## src/rtl/ram_bus_bridge_pkg.sv

```systemverilog
`default_nettype none
// +----------------------------------------------------------------------+
// | ram_bridge_pkg : shared types and constants for ram_bus_bridge       |
// | Rev 1.0                                                              |
// +----------------------------------------------------------------------+
package ram_bridge_pkg;

  localparam int RAM_WORDS    = 4096;
  localparam int RAM_AW       = 12;
  localparam int WINDOW_BYTES = 16384;

  // Rejection reason codes, reported by simulation messages only.
  localparam logic [1:0] ERR_RANGE       = 2'd0;
  localparam logic [1:0] ERR_ALIGN       = 2'd1;
  localparam logic [1:0] ERR_RW_CONFLICT = 2'd2;
  localparam logic [1:0] ERR_PARTIAL     = 2'd3;

  typedef enum logic [2:0] {
    IDLE     = 3'd0,
    RD       = 3'd1,
    RD_WAIT  = 3'd2,
    WR       = 3'd3,
    RMW_RD   = 3'd4,
    RMW_WAIT = 3'd5,
    RMW_WR   = 3'd6,
    DONE     = 3'd7
  } state_e;

  function automatic logic is_partial(input logic [3:0] be);
    return (be != 4'h0) && (be != 4'hF);
  endfunction

endpackage
`default_nettype wire

```

## src/rtl/ram_bus_bridge_if.sv

```systemverilog
`default_nettype none
// +----------------------------------------------------------------------+
// | ram_bus_bridge_if : CPU-side byte-addressed waitrequest memory bus   |
// | Rev 1.0                                                              |
// +----------------------------------------------------------------------+
interface ram_bus_bridge_if;

  logic [31:0] address;
  logic        read;
  logic        write;
  logic [3:0]  byteenable;
  logic [31:0] writedata;
  logic        waitrequest;
  logic [31:0] readdata;
  logic        bus_error;

  modport master (
    output address, read, write, byteenable, writedata,
    input  waitrequest, readdata, bus_error
  );

  modport slave (
    input  address, read, write, byteenable, writedata,
    output waitrequest, readdata, bus_error
  );

endinterface
`default_nettype wire

```

## src/rtl/ram_bus_bridge_merge.sv

```systemverilog
`default_nettype none
// +----------------------------------------------------------------------+
// | byte_lane_merge : per-lane select between old and new RAM words      |
// | Rev 1.0                                                              |
// +----------------------------------------------------------------------+
module byte_lane_merge (
  input  logic [31:0] old_word_i,
  input  logic [31:0] new_word_i,
  input  logic [3:0]  byteenable_i,
  output logic [31:0] merged_o
);

  for (genvar i = 0; i < 4; i++) begin : g_lane
    assign merged_o[8*i +: 8] = byteenable_i[i] ? new_word_i[8*i +: 8]
                                                : old_word_i[8*i +: 8];
  end

endmodule
`default_nettype wire

```

## src/rtl/ram_bus_bridge.sv

```systemverilog
`default_nettype none
// +----------------------------------------------------------------------+
// | ram_bus_bridge : CPU memory bus to 32x4096 word RAM front end.       |
// | Define RAM_BRIDGE_RMW_EN to build read-modify-write partial stores.  |
// | Rev 1.0                                                              |
// +----------------------------------------------------------------------+
module ram_bus_bridge
  import ram_bridge_pkg::*;
#(
  parameter logic [31:0] BASE_ADDR = 32'hBFC0_0000
) (
  input  logic              clk,
  input  logic              reset_n,
  ram_bus_bridge_if.slave   bus,
  output logic [RAM_AW-1:0] ram_address,
  output logic              ram_read,
  output logic              ram_write,
  output logic [31:0]       ram_writedata,
  input  logic [31:0]       ram_readdata
);

  state_e              state_q, state_d;
  logic [RAM_AW-1:0]   ram_address_q, ram_address_d;
  logic                ram_read_q, ram_read_d;
  logic                ram_write_q, ram_write_d;
  logic [31:0]         ram_writedata_q, ram_writedata_d;
  logic [31:0]         readdata_q, readdata_d;
  logic                bus_error_q, bus_error_d;

  logic [31:0]         w_off;
  logic                w_req;
  logic                w_reject;
  logic [RAM_AW-1:0]   w_word_idx;

  // Unsigned offset check also rejects addresses below BASE_ADDR via wrap.
  assign w_off      = bus.address - BASE_ADDR;
  assign w_word_idx = w_off[RAM_AW+1:2];
  assign w_req      = bus.read | bus.write;

`ifdef RAM_BRIDGE_RMW_EN
  logic [31:0] w_merged;

  byte_lane_merge u_merge (
    .old_word_i   (ram_readdata),
    .new_word_i   (bus.writedata),
    .byteenable_i (bus.byteenable),
    .merged_o     (w_merged)
  );

  assign w_reject = (w_off >= 32'(WINDOW_BYTES))
                  | (bus.address[1:0] != 2'b00)
                  | (bus.read & bus.write);
`else
  assign w_reject = (w_off >= 32'(WINDOW_BYTES))
                  | (bus.address[1:0] != 2'b00)
                  | (bus.read & bus.write)
                  | (bus.write & is_partial(bus.byteenable));
`endif

  always_ff @(posedge clk or negedge reset_n) begin
    if (!reset_n) begin
      state_q <= IDLE;
    end else begin
      state_q <= state_d;
    end
  end

  always_comb begin
    state_d = state_q;
    case (state_q)
      IDLE: begin
        if (w_req) begin
          if (w_reject) begin
            state_d = DONE;
          end else if (bus.read) begin
            state_d = RD;
          end else if (bus.byteenable == 4'hF) begin
            state_d = WR;
          end else if (bus.byteenable == 4'h0) begin
            state_d = DONE;
          end else begin
`ifdef RAM_BRIDGE_RMW_EN
            state_d = RMW_RD;
`else
            state_d = DONE;
`endif
          end
        end
      end
      RD:       state_d = RD_WAIT;
      RD_WAIT:  state_d = DONE;
      WR:       state_d = DONE;
`ifdef RAM_BRIDGE_RMW_EN
      RMW_RD:   state_d = RMW_WAIT;
      RMW_WAIT: state_d = RMW_WR;
      RMW_WR:   state_d = DONE;
`endif
      DONE:     state_d = IDLE;
      default:  state_d = IDLE;
    endcase
  end

  // Strobes are registered from the next state so they fire in the first
  // cycle spent in RD/RMW_RD/WR/RMW_WR and nowhere else.
  always_comb begin
    ram_read_d      = (state_d == RD) || (state_d == RMW_RD);
    ram_write_d     = (state_d == WR) || (state_d == RMW_WR);
    ram_address_d   = ram_address_q;
    ram_writedata_d = ram_writedata_q;
    readdata_d      = readdata_q;
    bus_error_d     = bus_error_q;
    case (state_q)
      IDLE: begin
        if (w_req) begin
          if (w_reject) begin
            readdata_d  = 32'h0;
            bus_error_d = 1'b1;
          end else begin
            ram_address_d = w_word_idx;
            if (state_d == WR) begin
              ram_writedata_d = bus.writedata;
            end
            if (state_d == DONE) begin
              bus_error_d = 1'b0;
            end
          end
        end
      end
      RD_WAIT: begin
        readdata_d  = ram_readdata;
        bus_error_d = 1'b0;
      end
      WR: begin
        bus_error_d = 1'b0;
      end
`ifdef RAM_BRIDGE_RMW_EN
      RMW_WAIT: begin
        ram_writedata_d = w_merged;
      end
      RMW_WR: begin
        bus_error_d = 1'b0;
      end
`endif
      default: begin
      end
    endcase
  end

  always_ff @(posedge clk or negedge reset_n) begin
    if (!reset_n) begin
      ram_address_q   <= '0;
      ram_read_q      <= 1'b0;
      ram_write_q     <= 1'b0;
      ram_writedata_q <= 32'h0;
      readdata_q      <= 32'h0;
      bus_error_q     <= 1'b0;
    end else begin
      ram_address_q   <= ram_address_d;
      ram_read_q      <= ram_read_d;
      ram_write_q     <= ram_write_d;
      ram_writedata_q <= ram_writedata_d;
      readdata_q      <= readdata_d;
      bus_error_q     <= bus_error_d;
    end
  end

  assign bus.waitrequest = w_req & (state_q != DONE);
  assign bus.readdata    = readdata_q;
  assign bus.bus_error   = bus_error_q;
  assign ram_address     = ram_address_q;
  assign ram_read        = ram_read_q;
  assign ram_write       = ram_write_q;
  assign ram_writedata   = ram_writedata_q;

endmodule
`default_nettype wire

```

## src/flat_wrapper.sv

```systemverilog
// flat-port wrapper written by rule: the top's interface ports become plain ports
module ram_bus_bridge_flat import ram_bridge_pkg::*;
#(
  parameter logic [31:0] BASE_ADDR = 32'hBFC0_0000
)
  (clk, reset_n, ram_address, ram_read, ram_write, ram_writedata, ram_readdata, bus_address, bus_read, bus_write, bus_byteenable, bus_writedata, bus_waitrequest, bus_readdata, bus_bus_error);
  ram_bus_bridge_if bus_i ();
  input  logic clk;
  input  logic reset_n;
  output logic [RAM_AW-1:0] ram_address;
  output logic ram_read;
  output logic ram_write;
  output logic [31:0] ram_writedata;
  input  logic [31:0] ram_readdata;
  input wire logic [$bits(bus_i.address)-1:0] bus_address;
  input wire logic [$bits(bus_i.read)-1:0] bus_read;
  input wire logic [$bits(bus_i.write)-1:0] bus_write;
  input wire logic [$bits(bus_i.byteenable)-1:0] bus_byteenable;
  input wire logic [$bits(bus_i.writedata)-1:0] bus_writedata;
  output wire logic [$bits(bus_i.waitrequest)-1:0] bus_waitrequest;
  output wire logic [$bits(bus_i.readdata)-1:0] bus_readdata;
  output wire logic [$bits(bus_i.bus_error)-1:0] bus_bus_error;
  assign bus_i.address = bus_address;
  assign bus_i.read = bus_read;
  assign bus_i.write = bus_write;
  assign bus_i.byteenable = bus_byteenable;
  assign bus_i.writedata = bus_writedata;
  assign bus_waitrequest = bus_i.waitrequest;
  assign bus_readdata = bus_i.readdata;
  assign bus_bus_error = bus_i.bus_error;
  ram_bus_bridge #(.BASE_ADDR(BASE_ADDR)) u_core (.clk(clk), .reset_n(reset_n), .bus(bus_i), .ram_address(ram_address), .ram_read(ram_read), .ram_write(ram_write), .ram_writedata(ram_writedata), .ram_readdata(ram_readdata));
endmodule
```

## config.mk

```make
export PLATFORM = sky130hd
export DESIGN_NAME = ram_bus_bridge_flat
export DESIGN_NICKNAME = d
export VERILOG_FILES = /design/src/rtl/ram_bus_bridge_pkg.sv /design/src/rtl/ram_bus_bridge_if.sv /design/src/rtl/ram_bus_bridge_merge.sv /design/src/rtl/ram_bus_bridge.sv /design/src/flat_wrapper.sv
export SDC_FILE = /design/constraint.sdc
export NUM_CORES = 1
export LEC_CHECK = 0
export ABC_AREA = 1
export CAP_MARGIN = 5
export CORE_AREA = 2 2 136 72
export DETAILED_ROUTE_END_ITERATION = 10
export DIE_AREA = 0 0 138 74
export PLACE_DENSITY_LB_ADDON = 0.25
export SYNTH_ARGS = -nofsm -noshare
export SYNTH_HDL_FRONTEND = slang
export SYNTH_SLANG_ARGS = --single-unit
```

## constraint.sdc

```tcl
create_clock -name clk -period 1.97 [get_ports clk]
set_input_delay 0.4925 -clock clk [delete_from_list [all_inputs] [get_ports clk]]
set_output_delay 0.4925 -clock clk [all_outputs]
set_load 0.01 [all_outputs]
```

==> reports/metrics.cfg, run 1 <==
[power_and_ir_drop]
p_leak_nw=2.97
cellPowerDensity_mw_per_mm2=982
irDropWorstVdd_v=0.000646

[sta]
finalClockSkew_ns=0.00567
report.final.hold_viol_count=0
hold_ws_ns=0.155
worst_pin_slew_ns=1.00
slew_viol_final=0
setup_tns_ns=0
final_min_period_over_clock_period=0.962
setup_viol=0
fmaxAchievable_mhz=528
maxSlewHeadroom=0.332
fin_crit_ns=1.89

[grt]
grt.total_usage=0.205
grt_max_degree=83
grt_overflow=0
grt_pass1_wl_um=16400
antenna_found_initial=0
grt_pass1_vias=3240

[clock_network]
clock_path_buffers=2
htree_levels=3
cts_tree=yes
numCtsBuffers=9
ctsRootBufferMaster=clkbuf_16
clkLatencyLatePin_ns=0.33
cts.sink_count=82
cts_setup_buffers=0
clk_pin_slew_ns=0.06

[worst_setup_path]
critPathRequiredTime_ns=2.19
worst-path-buf-inv=2
crit_type=in -> reg
max_stage_delay_ns=0.45
critPathCaptureType=flop
worstPathMaxFanout=5
cp_cell_sequence=clkdlybuf4s50_1, nand2_1, nor2_2, nand3_2, nor2_4, nand2_2, nor2_4, nand3_4, clkbuf_16, nand2_1, nand2_1
path_common_cell=nand2_1
crit_family=simple AND/OR/NAND/NOR gates
slowest_stage=clkdlybuf4s50_1
crit_arrival_ns=2.12
cp-start-kind=input port

[final_layout]
post_route_cells_drive_above_1_share=0.0844
seqCellArea_mm2=0.00205
post-route-util=0.659
fillers=741
final_area_mm2=0.00598
final_cell_mix=clkdlybuf4s50_1, nand2_1, dfrtp_1
syn_to_final_growth_pct=70.6
n_antenna_cell=0
multi_input_area_mm2=0.00127
layout_commonest_cell=clkdlybuf4s50_1
nets=703

[drt]
ant_nets=0
viasPerCell=4.80
wl_per_cell_um=14.6
via_count=3479
drc_errors=0
drt_iter0_drc=133
route.final.wire_length_um=10600
dr.pass1.iters=4

[run_status]
status=complete, no violations

[worst_hold_path]
min_path_type=in -> async

[synth]
syn_inst=408
synth.net_count=512
ys_warn_count=0
synth_cell_types=21
synth_seq_area_share=0.586
ys_ff_latch=82
netlist_area_mm2=0.00350
synth.avg_cell_area_um2=8.59

[die]
dieWidth_um=138
core_area_mm2=0.00907
num_io_pins=184
initial_utilization=0.386
die_area_mm2=0.0102
fp.dieH_um=74
num_rows=25

[placed_design]
placed_cell_area_mm2=0.00558
io_buffers=183
hpwl_um=7390
gp_congestion=0.812

[flow_run]
drv_cap=0

==> where the power goes <==
group          switching, W  internal, W
clock network      0.000670     0.000855
logic               0.00115     0.000994
registers          0.000198      0.00201
total               0.00201      0.00386
==> sequential cells by signal, summed over array words and instances, names as in the netlist <==
| register | cells |
|---|---|
| u_core.state_q | 3 |
| u_core.ram_read | 1 |
| u_core.bus.readdata | 32 |
| u_core.ram_writedata | 32 |
| u_core.bus.bus_error | 1 |
| u_core.ram_address | 12 |
| u_core.ram_write | 1 |
==> area by class of cell <==
| class | instances | share of cell area |
|---|---|---|
| sequential | 82 | 0.343 |
| timing repair buffer | 203 | 0.358 |
| clock buffer | 10 | 0.0383 |
| multi-input combinational | 278 | 0.212 |
| inverter | 25 | 0.0157 |
| clock inverter | 6 | 0.00712 |
| tap | 121 | 0.0253 |
==> metal layers <==
layer | GRT usage | up-vias | wire (µm)
met2 | 0.306 | 141 | 4670
met3 | 0.0889 | 4 | 1030
met5 | 0 | - | 0
met1 | 0.279 | 1638 | 4840
li1 | - | 1696 | -
met4 | 0.0499 | 0 | 50
==> timing repair <==
item	CTS	global route
setup endpoints to repair	1	40
pin swaps	0	12
hold buffers	0	0
gates cloned	0	3
gates resized for setup	1	22
==> cells in the mapped netlist (all sizes together) <==
| cell | n | share of area |
|---|---|---|
| nand2 | 170 | 0.18 |
| dfrtp | 82 | 0.59 |
| nand3 | 39 | 0.059 |
| nand4 | 33 | 0.059 |
| inv | 25 | 0.027 |
| nor2 | 18 | 0.022 |
| buf | 13 | 0.025 |
| o21ai | 12 | 0.017 |
| clkbuf | 10 | 0.011 |
| nor3 | 3 | 0.0057 |
| a21oi | 1 | 0.0014 |
| and2 | 1 | 0.0018 |
| and3 | 1 | 0.0018 |
==> cells by family after synthesis <==
family,count (synthesis),synth area share
compound gates,13,0.0186
buf+inv,48,0.0628
simple gates,265,0.333
flops,82,0.586
==> worst paths after layout <==
kind / startpoint / slack [ns] / cells past startpoint / endpoint
setup / recovery: bus_address[27] / 0.08 / 11 / u_core.ram_writedata[21]$_DFFE_PN0P_
hold / removal: reset_n / 0.15 / 2 / u_core.ram_address[10]$_DFFE_PN0P_
setup reg to reg: u_core.state_q[1]$_DFF_PN0_ / 0.28 / 5 / u_core.bus.readdata[16]$_DFFE_PN0P_
hold reg to reg: u_core.ram_writedata[16]$_DFFE_PN0P_ / 0.47 / 2 / u_core.ram_writedata[16]$_DFFE_PN0P_
max in group asynchronous: reset_n / 1.42 / 2 / u_core.ram_write$_DFF_PN0_
min in group clk: u_core.ram_writedata[16]$_DFFE_PN0P_ / 0.47 / 2 / u_core.ram_writedata[16]$_DFFE_PN0P_
==> metrics by stage <==
stage | worst slack (ns) | instances | power, W
after floorplan | 0.359 | 408 | 0.00319
after global placement | -0.210 | 706 | 0.00434
after detailed placement | -0.253 | 706 | 0.00439
after CTS | 0.0386 | 722 | 0.00594
after global routing | -0.0202 | 725 | 0.00626
final | 0.0751 | 725 | 0.00587
==> worst register-to-register path, cell delays in order (launching register included) <==
cell,delay [ns]
dfrtp_1,0.40
inv_1,0.12
nor3_4,0.05
inv_1,0.72
nand3_1,0.21
nand2_1,0.12
(Power assumes the default switching activity.)
==> run 2, diff against run 1 <==
- ABC_CLOCK_PERIOD_IN_PS: default -> 1970
==> results of run 2 <==
The final DEF is identical to that of run 1; final timing and power are the same.
==> edit: new RTL, settings of run 2 <==
The option `RAM_BRIDGE_RMW_EN` is turned on by a define.
--- a/src/rtl/ram_bus_bridge.sv
+++ b/src/rtl/ram_bus_bridge.sv
@@ -6,2 +6,4 @@
 // +----------------------------------------------------------------------+
+`define RAM_BRIDGE_RMW_EN
+
 module ram_bus_bridge
Formal check against the unedited RTL: not equivalent (a bounded check fails within 4 cycles, from zero or initial values and one cycle with reset_n low).
==> edit against run 2 <==
Routed wire length is 25% higher; final area is 14% higher; global-route usage is 4.6 points higher; sequential cell count stayed put; final cell count is 6.5% higher; hold slack worse by 0.034 ns; setup slack worse by 0.027 ns; area after synthesis is 11% higher; utilization is 9.2 points higher; critical endpoint is now bus_waitrequest; highest routed layer unchanged.
Power is not compared: it rests on default switching activity, and its combinational part moved more than twofold at a synthesized area within 25%.
==> edit: results (changes against run 2) <==
sequential share of cell area 30.2% (-4.2 points); drt first-iter violations 242 (+82%); #MultiIn Comb 312 (+12%); number of nets in the layout 750 (+6.7%); share of the yosys chip area belonging to registers 52.8% (-5.7 points); post-synthesis mux area share 12.7% (+13 points); wire length on met3 1.08 mm (+5.6%); wire length on met1 6.04 mm (+25%); Tightest Pin Transition 0.483 ns (-0.518 ns); peak fanout along the critical path 3 (-2); Max stage delay on crit path 0.28 ns (-0.17 ns); Cell Area, Placed 6090 um2 (+9.1%); Worst Clk Skew 0.00426 ns (-0.00141 ns); run status finished, final reports clean; share of layout cells above drive strength 1 20.4% (+12 points); gpl congestion 0.848 (+4.4%); maximum number of pins on one net before global-route repair 37 (-55%); Commonest cells post-synth sky130_fd_sc_hd__nand2_1, sky130_fd_sc_hd__dfrtp_1, sky130_fd_sc_hd__nand3_1; CTS resizes 11 (+10); fraction of area in multi-input gates 27.1% (+5.9 points); final-layout clock-cell area share 4.70% (+0.16 points); number of buffers other than clock buffers in the final layout 222 (+9.4%); sequential cells 82 (unchanged); asr flop ratio synth 100% (unchanged); nonclk inv count 19 (-24%); total routing resource utilization after global routing 25.0% (+4.6 points); data arrival at the endpoint of the critical path 1.43 ns (-0.69 ns); total via count in the routed design 3905 (+12%); Data buffer area share 34.7% (-1.1 points); critical path's top delay family buffers and inverters; post-synth net total 538 (+5.1%); number of unique standard cell types used by synthesis 25 (+19%); final-layout clock buffer total 11 (+1); met1 demand-to-capacity share in global routing 33.6% (+5.7 points); top post-synthesis cells by area sky130_fd_sc_hd__dfrtp_1, sky130_fd_sc_hd__nand2_1, sky130_fd_sc_hd__nand3_1, sky130_fd_sc_hd__mux2_2, sky130_fd_sc_hd__mux2_1; Clock H-tree levels 3 (unchanged); Core Box Area 9070 um2 (unchanged); number of post-CTS setup repair buffers 1 (+1); synthesized-area fraction occupied by ao, oa, aoi and oai cells 0.966% (-0.89 points); Routed Wire Length 13.2 mm (+25%); crit path max-delay cell type sky130_fd_sc_hd__dlygate4sd2_1; total length of routed met2 wires 6.08 mm (+30%); wire length of the first global-routing pass 20.1 mm (+23%)
edit: path summary, 6_finish.rpt:
kind | startpoint | end | slack, ns | depth (start not counted)
worst max-delay path | bus_read | bus_waitrequest | 0.05 | 6
worst min-delay path | reset_n | u_core.bus.readdata[10] | 0.12 | 1
worst max register to register | u_core.state_q[0] | u_core.ram_writedata[13] | 0.07 | 13
worst min register to register | u_core.bus.readdata[27] | u_core.bus.readdata[27] | 0.48 | 2
max in group asynchronous | reset_n | u_core.state_q[1] | 1.30 | 2
min in group clk | u_core.bus.readdata[27] | u_core.bus.readdata[27] | 0.48 | 2
edit: through the flow:
step | total power (uW) | setup TNS (ns) | setup slack, ns | std cells
final | 10700 | 0 | 0.0480 | 772
after global routing | 11400 | -0.972 | -0.0492 | 772
after CTS | 9590 | 0 | 0.00645 | 762
after detailed placement | 7720 | -24.82 | -0.387 | 745
after global placement | 7540 | -19.92 | -0.380 | 745
after floorplan | 5090 | 0 | 0.336 | 434
